<file path="src/rtl/i2d_if_pf.sv">
// i2d_if_pf: prefetching instruction-fetch unit for the i2d core.
// Issues sequential word fetches on the Wishbone instruction bus, queues
// {pc, instruction, error} entries in a small FIFO and hands them to decode
// in order. A redirect from execute flushes the queue and restarts fetch.

`ifndef I2D_INS_NOP
`define I2D_INS_NOP 6'h15
`endif

module i2d_if_pf #(
  parameter int unsigned   AW       = 32,
  parameter int unsigned   DW       = 32,
  parameter int unsigned   DEPTH    = 4,
  parameter logic [AW-1:0] RESET_PC = 32'h0000_0000,
  parameter logic [DW-1:0] NOP_INS  = {`I2D_INS_NOP, 26'b0}
) (
  input  logic          clk,
  input  logic          rst,
  output logic [AW-1:0] adr_o,
  output logic          stb_o,
  input  logic [DW-1:0] dat_i,
  input  logic          ack_i,
  input  logic          rty_i,
  input  logic          err_i,
  input  logic          if_dis,
  input  logic          set_pc,
  input  logic [AW-1:0] new_pc,
  output logic [DW-1:0] if_ins,
  output logic [AW-1:0] if_pc,
  output logic          if_valid,
  output logic          if_err,
  output logic          if_busy
);

  localparam int unsigned PW = $clog2(DEPTH);
  localparam int unsigned CW = PW + 1;

  typedef enum logic [0:0] {
    ST_FETCH = 1'b0,
    ST_HALT  = 1'b1
  } state_t;

  state_t          state_r, state_s;
  logic [AW-1:0]   fpc_r, fpc_s;
  logic [PW-1:0]   rd_ptr_r, wr_ptr_r;
  logic [CW-1:0]   count_r, count_s;
  logic [AW-1:0]   mem_pc_r  [DEPTH];
  logic [DW-1:0]   mem_ins_r [DEPTH];
  logic            mem_err_r [DEPTH];
  logic            full_s, empty_s, stb_s, push_s, pop_s;
  logic [AW-1:0]   tgt_pc_s;

  assign full_s   = (count_r == CW'(DEPTH));
  assign empty_s  = (count_r == {CW{1'b0}});
  // Word-align the redirect target; the low two bits are simply masked off.
  assign tgt_pc_s = new_pc & {{(AW-2){1'b1}}, 2'b00};

  // Bus request: only from registered state, dropped while reset is held.
  always_comb begin
    stb_s = 1'b0;
    case (state_r)
      ST_FETCH: stb_s = ~full_s & ~rst;
      ST_HALT:  stb_s = 1'b0;
      default:  stb_s = 1'b0;
    endcase
  end

  // A redirect cancels both the response push and the head pop of its cycle.
  assign push_s = stb_s & (err_i | ack_i) & ~set_pc;
  assign pop_s  = ~empty_s & ~if_dis & ~set_pc;

  // Fetch FSM next state and fetch-PC update; err wins over ack, rty holds.
  always_comb begin
    state_s = state_r;
    fpc_s   = fpc_r;
    if (stb_s && err_i) begin
      state_s = ST_HALT;
    end else if (stb_s && ack_i) begin
      fpc_s = fpc_r + AW'(3'd4);
    end else begin
      state_s = state_r;
      fpc_s   = fpc_r;
    end
  end

  // Occupancy update; simultaneous push and pop leave the count unchanged.
  always_comb begin
    count_s = count_r;
    case ({push_s, pop_s})
      2'b10:   count_s = count_r + CW'(1'b1);
      2'b01:   count_s = count_r - CW'(1'b1);
      default: count_s = count_r;
    endcase
  end

  // Control state: reset, then redirect/flush, then normal fetch/queue progress.
  always_ff @(posedge clk) begin
    if (rst) begin
      state_r  <= ST_FETCH;
      fpc_r    <= RESET_PC;
      rd_ptr_r <= {PW{1'b0}};
      wr_ptr_r <= {PW{1'b0}};
      count_r  <= {CW{1'b0}};
    end else if (set_pc) begin
      state_r  <= ST_FETCH;
      fpc_r    <= tgt_pc_s;
      rd_ptr_r <= wr_ptr_r;
      count_r  <= {CW{1'b0}};
    end else begin
      state_r  <= state_s;
      fpc_r    <= fpc_s;
      count_r  <= count_s;
      if (push_s) begin
        wr_ptr_r <= wr_ptr_r + PW'(1'b1);
      end
      if (pop_s) begin
        rd_ptr_r <= rd_ptr_r + PW'(1'b1);
      end
    end
  end

  // FIFO storage: written at the tail on every accepted bus response.
  always_ff @(posedge clk) begin
    if (rst) begin
      for (int i = 0; i < DEPTH; i++) begin
        mem_pc_r[i]  <= {AW{1'b0}};
        mem_ins_r[i] <= {DW{1'b0}};
        mem_err_r[i] <= 1'b0;
      end
    end else if (push_s) begin
      mem_pc_r[wr_ptr_r]  <= fpc_r;
      mem_ins_r[wr_ptr_r] <= dat_i;
      mem_err_r[wr_ptr_r] <= err_i;
    end
  end

  // Decode-side view of the FIFO head; NOP/zero when nothing is queued.
  always_comb begin
    if (empty_s) begin
      if_ins = NOP_INS;
      if_pc  = {AW{1'b0}};
      if_err = 1'b0;
    end else begin
      if_ins = mem_ins_r[rd_ptr_r];
      if_pc  = mem_pc_r[rd_ptr_r];
      if_err = mem_err_r[rd_ptr_r];
    end
  end

  assign if_valid = ~empty_s;
  assign adr_o    = fpc_r;
  assign stb_o    = stb_s;
  assign if_busy  = stb_s & rty_i;

endmodule

</file>
<file path="config.mk">
export PLATFORM = sky130hd
export DESIGN_NAME = i2d_if_pf
export DESIGN_NICKNAME = d
export VERILOG_FILES = /design/src/rtl/i2d_if_pf.sv
export SDC_FILE = /design/constraint.sdc
export NUM_CORES = 1
export LEC_CHECK = 0
export CORE_ASPECT_RATIO = 1.4
export CORE_MARGIN = 2
export CORE_UTILIZATION = 56
export CTS_CLUSTER_DIAMETER = 30
export DETAILED_ROUTE_END_ITERATION = 8
export PLACE_DENSITY_LB_ADDON = 0.15
export SLEW_MARGIN = 20
export SYNTH_ARGS = -nofsm -noshare
export SYNTH_HDL_FRONTEND = slang
export SYNTH_SLANG_ARGS = --single-unit
</file>
<file path="constraint.sdc">
create_clock -name clk -period 3.5 [get_ports clk]
set_clock_uncertainty 0.1 [all_clocks]
set_input_delay 0.35 -clock clk [delete_from_list [all_inputs] [get_ports clk]]
set_output_delay 0.35 -clock clk [all_outputs]
set_load 0.02 [all_outputs]
</file>
==> metrics.txt, run 1 <==
gpl congestion 0.8273; count of final hold-check violations 0; Static Leak ~6.4 nW; cells along the critical path buf_4 > mux4_2 > and2_1 > clkdlybuf4s50_1; setup ws final ~0.42 ns; Post-CTS Setup Inserts 0; clock slew at reported path FFs around 0.060 ns; ant diodes 0; Wirelength per Cell 21.03 µm; P&R area growth vs syn 26.47%; Clock Tree Root clkbuf_16; TritonCTS clock tree built; final setup fails 0; CP Launch Type flip-flop; post-DP HPWL 18060 µm; Post-Syn Instances just under 1000; Top FF cell, synth edfxtp_1; area leader, netlist edfxtp_1; Seq cells post-synth about 290; Fillers about 1600; DIE AREA roughly 25000 µm²; syn avg cell area between 10 and 15 µm²; vias in the first global route between 8000 and 9000; FMAX between 300 and 400 MHz; Netlist cell types 50; io pins between 150 and 200; Max Buffers Root-to-Sink 3; Slew HR 0.4029; WL final roughly 31000 µm; port buffer count between 150 and 200; cts repair resizes 0; H-tree depth 2; Tmin final between 3 and 4 ns; CTS buffer count 41; post-place setup slack a little over 0.5 ns; largest net degree at the start of global routing 65; top post-synthesis cells by area edfxtp_1 56%, and2_1 12%, mux4_2 11%; DIE HEIGHT roughly 190 µm; first-pass GRT wire length between 40000 and 50000 µm; Skew-Pair Late Insertion Delay approximately 0.52 ns; Synthesis Warnings 0; Worst-Margin Slew 0.8957 ns; setup TNS 0 ns; Seq/Total Area, Yosys 0.6204; RR Startpoint count_r[2]; Critical Path AT approximately 2.6 ns; antenna viol nets, final 0; WP data required about 3.1 ns; CP max FO 17; Post-synth EDFFs around 250; P per Cell Area between 500 and 600 nW/µm²; total gr overflow 0; std cell rows 67; starting density of the core 0.5666; NetSw about 2.1 mW; worst vdd ir 0.3756 mV; CP max-delay cell mux4_2; Hold Path Class in2reg; via count approximately 8400; combinational share of power 0.084; CTS sink count between 200 and 300; CTS Hold Bufs 0; unrepaired setup endpoints after global routing no; CP delay by family, top buffers and inverters; Final Max Slew Viols 0; Crit Path Class reg2out; CP bufs+invs 2; initial antenna violation count 0; outcome complete, no violations; max cap viols 0; Sw Ratio 0.2197; Flop pwr share 0.440; ys async rst share 0; vias per std cell between 5 and 6; Worst Setup End Kind output port; Worst Hold Slack around 0.31 ns; slowest stage delay, CP roughly 0.57 ns; Die X 135.2 µm; DRC viols 0; nets ~1200; period utilization 0.8810; share of cells above drive strength 1 0.1559; total track usage 0.2507; Synth Cell Area 13490 µm²; starting DRC count in detailed routing approximately 570; min-delay src new_pc[9]; internal power 7.290 mW; Synth top area share 0.5610; First-pass DRT Iterations 5; clock power share 0.477; Core Area roughly 24000 µm²
metal layers:
layer | track usage | routed length (µm) | share of wire | up-vias
li1 | - | - | - | 3873
met1 | 0.3134 | 12090 | 0.39 | 4181
met2 | 0.4453 | 16300 | 0.53 | 277
met3 | 0.04271 | 1770 | 0.057 | 55
met4 | 0.07652 | 767 | 0.025 | 0
met5 | 0 | 0 | 0 | -
power by group through the flow:
| stage | clock, mW | sequential, mW | combinational (mW) |
|---|---|---|---|
| final | 4.45 | 4.11 | 0.783 |
| after global routing | 4.64 | 4.13 | 0.842 |
| after floorplan | 0 | 4.14 | 0.449 |
| after detailed placement | 0 | 4.18 | 0.789 |
| after global placement | 0 | 4.16 | 0.782 |
| after CTS | 4.51 | 4.11 | 0.794 |
synth_stat cells (3+ instances only):
| library cell | count |
|---|---|
| dfxtp_1 | 40 |
| nor3_1 | 9 |
| and4_1 | 6 |
| nor3b_1 | 3 |
| nor4_1 | 8 |
| mux4_2 | 63 |
| a211oi_1 | 21 |
| nand2_1 | 22 |
| a21oi_1 | 6 |
| buf_2 | 15 |
| buf_1 | 5 |
| and3_1 | 73 |
| edfxtp_1 | 252 |
| clkbuf_1 | 54 |
| nand3_1 | 12 |
| buf_4 | 5 |
| xor2_1 | 11 |
| inv_1 | 6 |
| or2_2 | 7 |
| and2_1 | 254 |
| o21ai_0 | 4 |
| xnor2_1 | 17 |
| nand4_1 | 7 |
| nor2_1 | 39 |
sequential cells by signal (all words and copies together) (netlist names), named ones only:
register / count
mem_ins_r: 128
mem_pc_r: 120
adr_o: 30
mem_err_r: 4
count_r: 3
rd_ptr_r: 2
wr_ptr_r: 2
state_r: 1
path summary, 6_finish.rpt:
| check | end | slack [ns] | cells past startpoint |
|---|---|---|---|
| setup / recovery | if_pc[30] | 0.42 | 4 |
| hold / removal | adr_o[9] | 0.31 | 3 |
| setup reg to reg | count_r[2] | 0.91 | 9 |
| hold reg to reg | count_r[2] | 0.41 | 2 |
through the flow:
step / instance area, µm² / total power, mW / std cells / utilization
floorplan: 13500 / 4.586 / 974 / -
global placement: 15560 / 4.947 / 1396 / 0.6535
detailed placement: 15560 / 4.965 / 1396 / 0.6535
CTS: 17060 / 9.408 / 1471 / 0.7166
global route: 17060 / 9.612 / 1471 / 0.7166
finish: 17060 / 9.342 / 1471 / 0.7166
worst reg2reg max path: stages, from the launching register on:
cell	delay [ns]
dfxtp_1	0.36
nor3b_1	0.50
nor4b_4	0.13
inv_2	0.16
ha_1	0.21
inv_1	0.06
fa_1	0.37
xor2_1	0.17
or3_1	0.32
a21oi_1	0.14
cells by family after synthesis:
kind of cell | after synthesis | synth area share
DFF | 292 | 0.6204
and+or+nand+nor | 451 | 0.2007
buffers and inverters | 86 | 0.02671
adders and majority gates | 3 | 0.003339
AOI/OAI and AO/OA | 46 | 0.02449
muxes | 64 | 0.1059
other | 1 | 0.0002780
xor gates and xnor gates | 28 | 0.01818
area by class of cell:
cell class              instances  area [µm²]  share of cell area
inverters                       7       26.28            0.001540
clock inverters                29       414.1             0.02428
clock buffers                  46        1087             0.06373
flip-flops and latches        292        8377              0.4910
well taps                     310       387.9             0.02274
repair buffers                191        1957              0.1147
multi-input cells             596        4811              0.2820
layout by cell type, fill, tap and decap left out, drive strengths merged, types with 3 or more instances in the layout:
| cell type | Yosys | routed |
|---|---|---|
| o21ai | 4 | 4 |
| nand2 | 23 | 23 |
| nor2 | 39 | 39 |
| inv | 7 | 12 |
| conb | 1 | 4 |
| buf | 25 | 27 |
| nor3 | 10 | 10 |
| dfxtp | 40 | 40 |
| clkinvlp | 0 | 3 |
| xor2 | 11 | 11 |
| clkinv | 0 | 12 |
| edfxtp | 252 | 252 |
| a211oi | 21 | 21 |
| clkbuf | 54 | 46 |
| and4 | 6 | 6 |
| nand4 | 7 | 7 |
| clkdlybuf4s50 | 0 | 164 |
| nor3b | 4 | 4 |
| bufinv | 0 | 9 |
| nor4 | 8 | 8 |
| a21oi | 6 | 6 |
| and2 | 254 | 254 |
| or2 | 8 | 8 |
| and3 | 73 | 73 |
| mux4 | 63 | 63 |
| nand3 | 12 | 12 |
| xnor2 | 17 | 17 |
Power figures use the tool's default switching activity.
==> inputs of run 2 (changes only) <==
CORE_ASPECT_RATIO = 1.2   (was 1.4)
CTS_BUF_LIST = sky130_fd_sc_hd__clkbuf_8 sky130_fd_sc_hd__clkbuf_16   (was default)
==> metrics.txt, run 2 (synthesized netlist as in run 1, its figures left out) <==
First-pass DRT Iterations 5; starting density of the core 0.5664; H-tree depth 2; leading cell type in the layout, fill and taps excluded and2_1; cells along the critical path nor3_1 > buf_4 > inv_2 > and2_1 > clkdlybuf4s50_1; Crit Path Class reg2out; Hold Path Class in2reg; outcome complete, no violations; CTS buffer count 43; vias per std cell ~5.7; cts repair resizes 0; WL final roughly 32000 µm; RR Startpoint count_r[2]; Post-CTS Setup Inserts 0; P&R area growth vs syn 26.40%; NetSw roughly 2.1 mW; Tmin final ~3.4 ns; clock slew at reported path FFs approximately 0.060 ns; Hold Path Depth 3; internal power between 7 and 8 mW; clock power share 0.474; Max Buffers Root-to-Sink 3; total gr overflow 0; port buffer count between 150 and 200; Worst-Margin Slew ~1.1 ns; FMAX 298.1 MHz; DIE AREA between 20000 and 30000 µm²; max cap viols 0; Die X approximately 150 µm; starting DRC count in detailed routing ~520; total power ~9.3 mW; CP max-delay cell inv_2; Wirelength per Cell ~21 µm; Slew HR 0.2851; initial antenna violation count 1; Final Max Slew Viols 0; Static Leak roughly 6.4 nW; final setup fails 0; via count 8526; Sw Ratio 0.2234; largest net degree at the start of global routing 65; period utilization 0.9584; DRC viols 0; CP delay by family, top buffers and inverters; unrepaired setup endpoints after global routing no; Reg2Reg Setup Slack slightly above 0.9 ns; CP Launch Type flip-flop; CTS sink count 292; fin util 0.7159; antenna viol nets, final 0; setup TNS 0 ns; worst vdd ir 0.4061 mV; gpl congestion 0.8100; Skew-Pair Late Insertion Delay between 0.5 and 0.6 ns; vias in the first global route ~8900; reg2reg end count_r[2]; DIE HEIGHT about 170 µm; count of final hold-check violations 0; Worst Setup End Kind output port; io pins around 170; nets 1204; P per Cell Area about 550 nW/µm²; CP bufs+invs 3; CP max FO 61; Worst Hold Slack 0.2987 ns; first-pass GRT wire length 49890 µm; most flop-heavy register mem_ins_r; total track usage 0.2547; TritonCTS clock tree built; Core Area between 20000 and 25000 µm²; std cell rows a little over 60; min-delay src new_pc[15]; post-DP HPWL about 18000 µm; commonest non-fill, non-tap cells in the layout 254 x and2_1, 252 x edfxtp_1, 164 x clkdlybuf4s50_1; max FFs per register 128; share of cells above drive strength 1 0.1558; Critical Path AT approximately 2.9 ns; slowest stage delay, CP around 0.77 ns; R2R cell count 9; Flop pwr share 0.441; Clock Tree Root clkbuf_16; CTS Hold Bufs 0; WP data required ~3 ns; Worst Hold End adr_o[15]; combinational share of power 0.084
run 2: cell count changes in the layout (fill, tap and decap cells not counted):
cell,before,now
clkinv_1,3,4
inv_8,1,0
clkbuf_16,43,45
bufinv_16,9,7
clkinv_4,5,6
clkbuf_1,3,0
clkinv_2,4,6
inv_6,4,5
inv_1,5,8
buf_12,9,8
clkinvlp_4,3,1
diode_2,0,1
run 2: through the flow:
step | instances | cell area [µm²] | setup WS, ns
floorplan | 974 | 13500 | 0.7115
global placement | 1405 | 15550 | 0.4733
detailed placement | 1405 | 15550 | 0.3869
CTS | 1482 | 17050 | 0.09613
global route | 1483 | 17050 | 0.01357
finish | 1483 | 17050 | 0.1456
run 2: power by group through the flow:
stage / logic (mW) / registers [mW] / clock network, mW
floorplan: 0.449 / 4.14 / 0
global placement: 0.780 / 4.17 / 0
detailed placement: 0.787 / 4.18 / 0
CTS: 0.793 / 4.11 / 4.46
global route: 0.841 / 4.13 / 4.62
finish: 0.783 / 4.11 / 4.42
run 2: area by class of cell:
class / instances / area [µm²]
tap: 320 / 400.4
clock inverter: 32 / 370.4
timing repair buffer: 190 / 1937
inverter: 7 / 26.28
multi-input combinational: 596 / 4811
fill: 1615 / 6765
clock buffer: 45 / 1126
antenna: 1 / 2.502
sequential: 292 / 8377
run 2: worst max path at each step:
stage | from | endpoint | slack [ns] | depth (start not counted)
2_1_floorplan | rst | mem_err_r[2] | 0.71 | 7
3_3_place_gp | rst | mem_err_r[1] | 0.47 | 7
3_5_place_dp | rst | mem_ins_r[1][8] | 0.39 | 7
4_1_cts | count_r[0] | if_pc[26] | 0.1 | 5
5_1_grt | count_r[0] | if_pc[26] | 0.01 | 5
6_report | count_r[0] | if_pc[26] | 0.15 | 5
run 2: tightest hold or removal path, stage by stage:
cell and delay [ns]:
clkdlybuf4s50_1 0.39, nor2_1 0.08, a211oi_1 0.05
run 2: routing by layer:
metal  share of wire  global-route usage  up-vias  wire, µm
met3           0.060             0.04068       51      1904
li1                -                   -     3889         -
met1            0.41              0.3379     4299     12910
met2            0.51              0.4387      287     16120
met5               0                   0        -         0
met4           0.020             0.07312        0       637
==> inputs of run 3 (changes only) <==
CAP_MARGIN = 40   (was default)
==> metrics.txt, run 3 (synthesized netlist as in run 1, its figures left out) <==
count of final hold-check violations 0; commonest non-fill, non-tap cells in the layout 254 x and2_1, 252 x edfxtp_1, 164 x clkdlybuf4s50_1; largest net degree at the start of global routing 65; gpl congestion 0.8100; post-DP HPWL 18290 µm; CP Depth 4; Worst Setup End Kind output port; Critical Path AT 2.69 ns; setup ws final about 0.36 ns; cts repair resizes 0; DRC viols 0; max FFs per register ~130; CTS buffer count 44; CP Launch Type flip-flop; met3 Resource Use GR 0.04199; CP max-delay cell dfxtp_4; CTS Hold Bufs 0; CP max FO 24; DIE HEIGHT approximately 170 µm; vias in the first global route roughly 9000; P per Cell Area approximately 550 nW/µm²; worst vdd ir approximately 0.47 mV; RR Startpoint count_r[2]; std cell rows 62; post-place setup slack between 0.3 and 0.4 ns; cells along the critical path buf_12 > mux4_2 > and2_1 > clkdlybuf4s50_1; First-pass DRT Iterations 5; NetSw ~2.1 mW; FMAX ~320 MHz; Crit Path Class reg2out; H-tree depth 2; Static Leak around 6.4 nW; Sw Ratio 0.2278; Die X roughly 150 µm; Core Area between 20000 and 25000 µm²; internal power approximately 7.2 mW; outcome complete, no violations; Flop pwr share 0.439; CTS sink count just under 300; first-pass GRT wire length approximately 50000 µm; CP bufs+invs 2; Worst-Margin Slew a little over 0.7 ns; unrepaired setup endpoints after global routing no; port buffer count about 160; slowest stage delay, CP 0.58 ns; total track usage 0.2544; Tmin final 3.136 ns; R2R cell count 9; WL final approximately 32000 µm; starting DRC count in detailed routing between 500 and 600; layer with the highest usage met2; fin util 0.7188; WP data required roughly 3.1 ns; Critical Path End if_err; combinational share of power 0.084; P&R area growth vs syn 26.90%; DIE AREA around 25000 µm²; nets 1207; M1 GR Usage 0.3339; period utilization 0.8960; most flop-heavy register mem_ins_r; leading cell type in the layout, fill and taps excluded and2_1; io pins around 170; Skew-Pair Late Insertion Delay ~0.52 ns; Wirelength per Cell between 20 and 25 µm; total power ~9.4 mW; reg2reg end count_r[2]; Hold Path Class in2reg; share of cells above drive strength 1 0.1584; setup TNS 0 ns; vias per std cell 5.778; CP delay by family, top buffers and inverters; Final Max Slew Viols 0; TritonCTS clock tree built; grt met2 use 0.4357; clock slew at reported path FFs approximately 0.060 ns; fin cells approximately 1500; Post-CTS Setup Inserts 0; Max Buffers Root-to-Sink 3; Slew HR 0.5195; Placed Cells incl. Taps between 1000 and 1500; initial antenna violation count 1; via count around 8600; final setup fails 0; clock power share 0.476; total gr overflow 0; Clock Tree Root clkbuf_16; Reg2Reg Setup Slack ~0.9 ns; starting density of the core 0.5664; antenna viol nets, final 0; max cap viols 0
-- run 3: changes by cell type in the layout (fill, tap and decap cells not counted), sizes merged --
cell / delta
bufinv: -1
clkinv: +3
clkinvlp: +1
buf: +2
clkbuf: +1
-- run 3: final cells by class --
type | instances | area [µm²]
Antenna cell | 1 | 2.502
Inverter | 7 | 26.28
Clock inverter | 35 | 377.9
Tap cell | 320 | 400.4
Fill cell | 1594 | 6698
Multi-Input combinational cell | 596 | 4811
Timing Repair Buffer | 192 | 1972
Sequential cell | 292 | 8377
Clock buffer | 46 | 1151
-- run 3: how the worst min path moves through the flow --
stage | startpoint | endpoint | slack, ns | cells after the start
finish | new_pc[15] | adr_o[15] | 0.30 | 3
global route | new_pc[2] | adr_o[2] | 0.32 | 3
CTS | new_pc[16] | adr_o[16] | 0.29 | 3
detailed placement | count_r[2] | count_r[2] | 0.41 | 2
global placement | count_r[2] | count_r[2] | 0.40 | 2
floorplan | new_pc[26] | adr_o[26] | 0.36 | 2
-- run 3: power groups by stage --
stage / sequential [mW] / combinational, mW / clock (mW)
final: 4.11 / 0.787 / 4.46
after global routing: 4.13 / 0.845 / 4.65
after CTS: 4.11 / 0.796 / 4.51
after detailed placement: 4.18 / 0.790 / 0
after global placement: 4.17 / 0.780 / 0
after floorplan: 4.14 / 0.449 / 0
-- run 3: tightest hold or removal path, stage by stage --
cell and delay, ns:
clkdlybuf4s50_1 0.39, nor2_1 0.08, a211oi_1 0.05
-- run 3: metrics by stage --
step / hold WS, ns / instance area (µm²)
2_1_floorplan: 0.3586 / 13500
6_report: 0.3027 / 17120
5_1_grt: 0.3156 / 17120
3_3_place_gp: 0.3978 / 15550
4_1_cts: 0.2896 / 17100
3_5_place_dp: 0.4062 / 15570
-- run 3: metal layers --
layer	wire (µm)	part of all wire
met1	12930	0.41
met4	790	0.025
met3	1893	0.060
met5	0	0
met2	16150	0.51
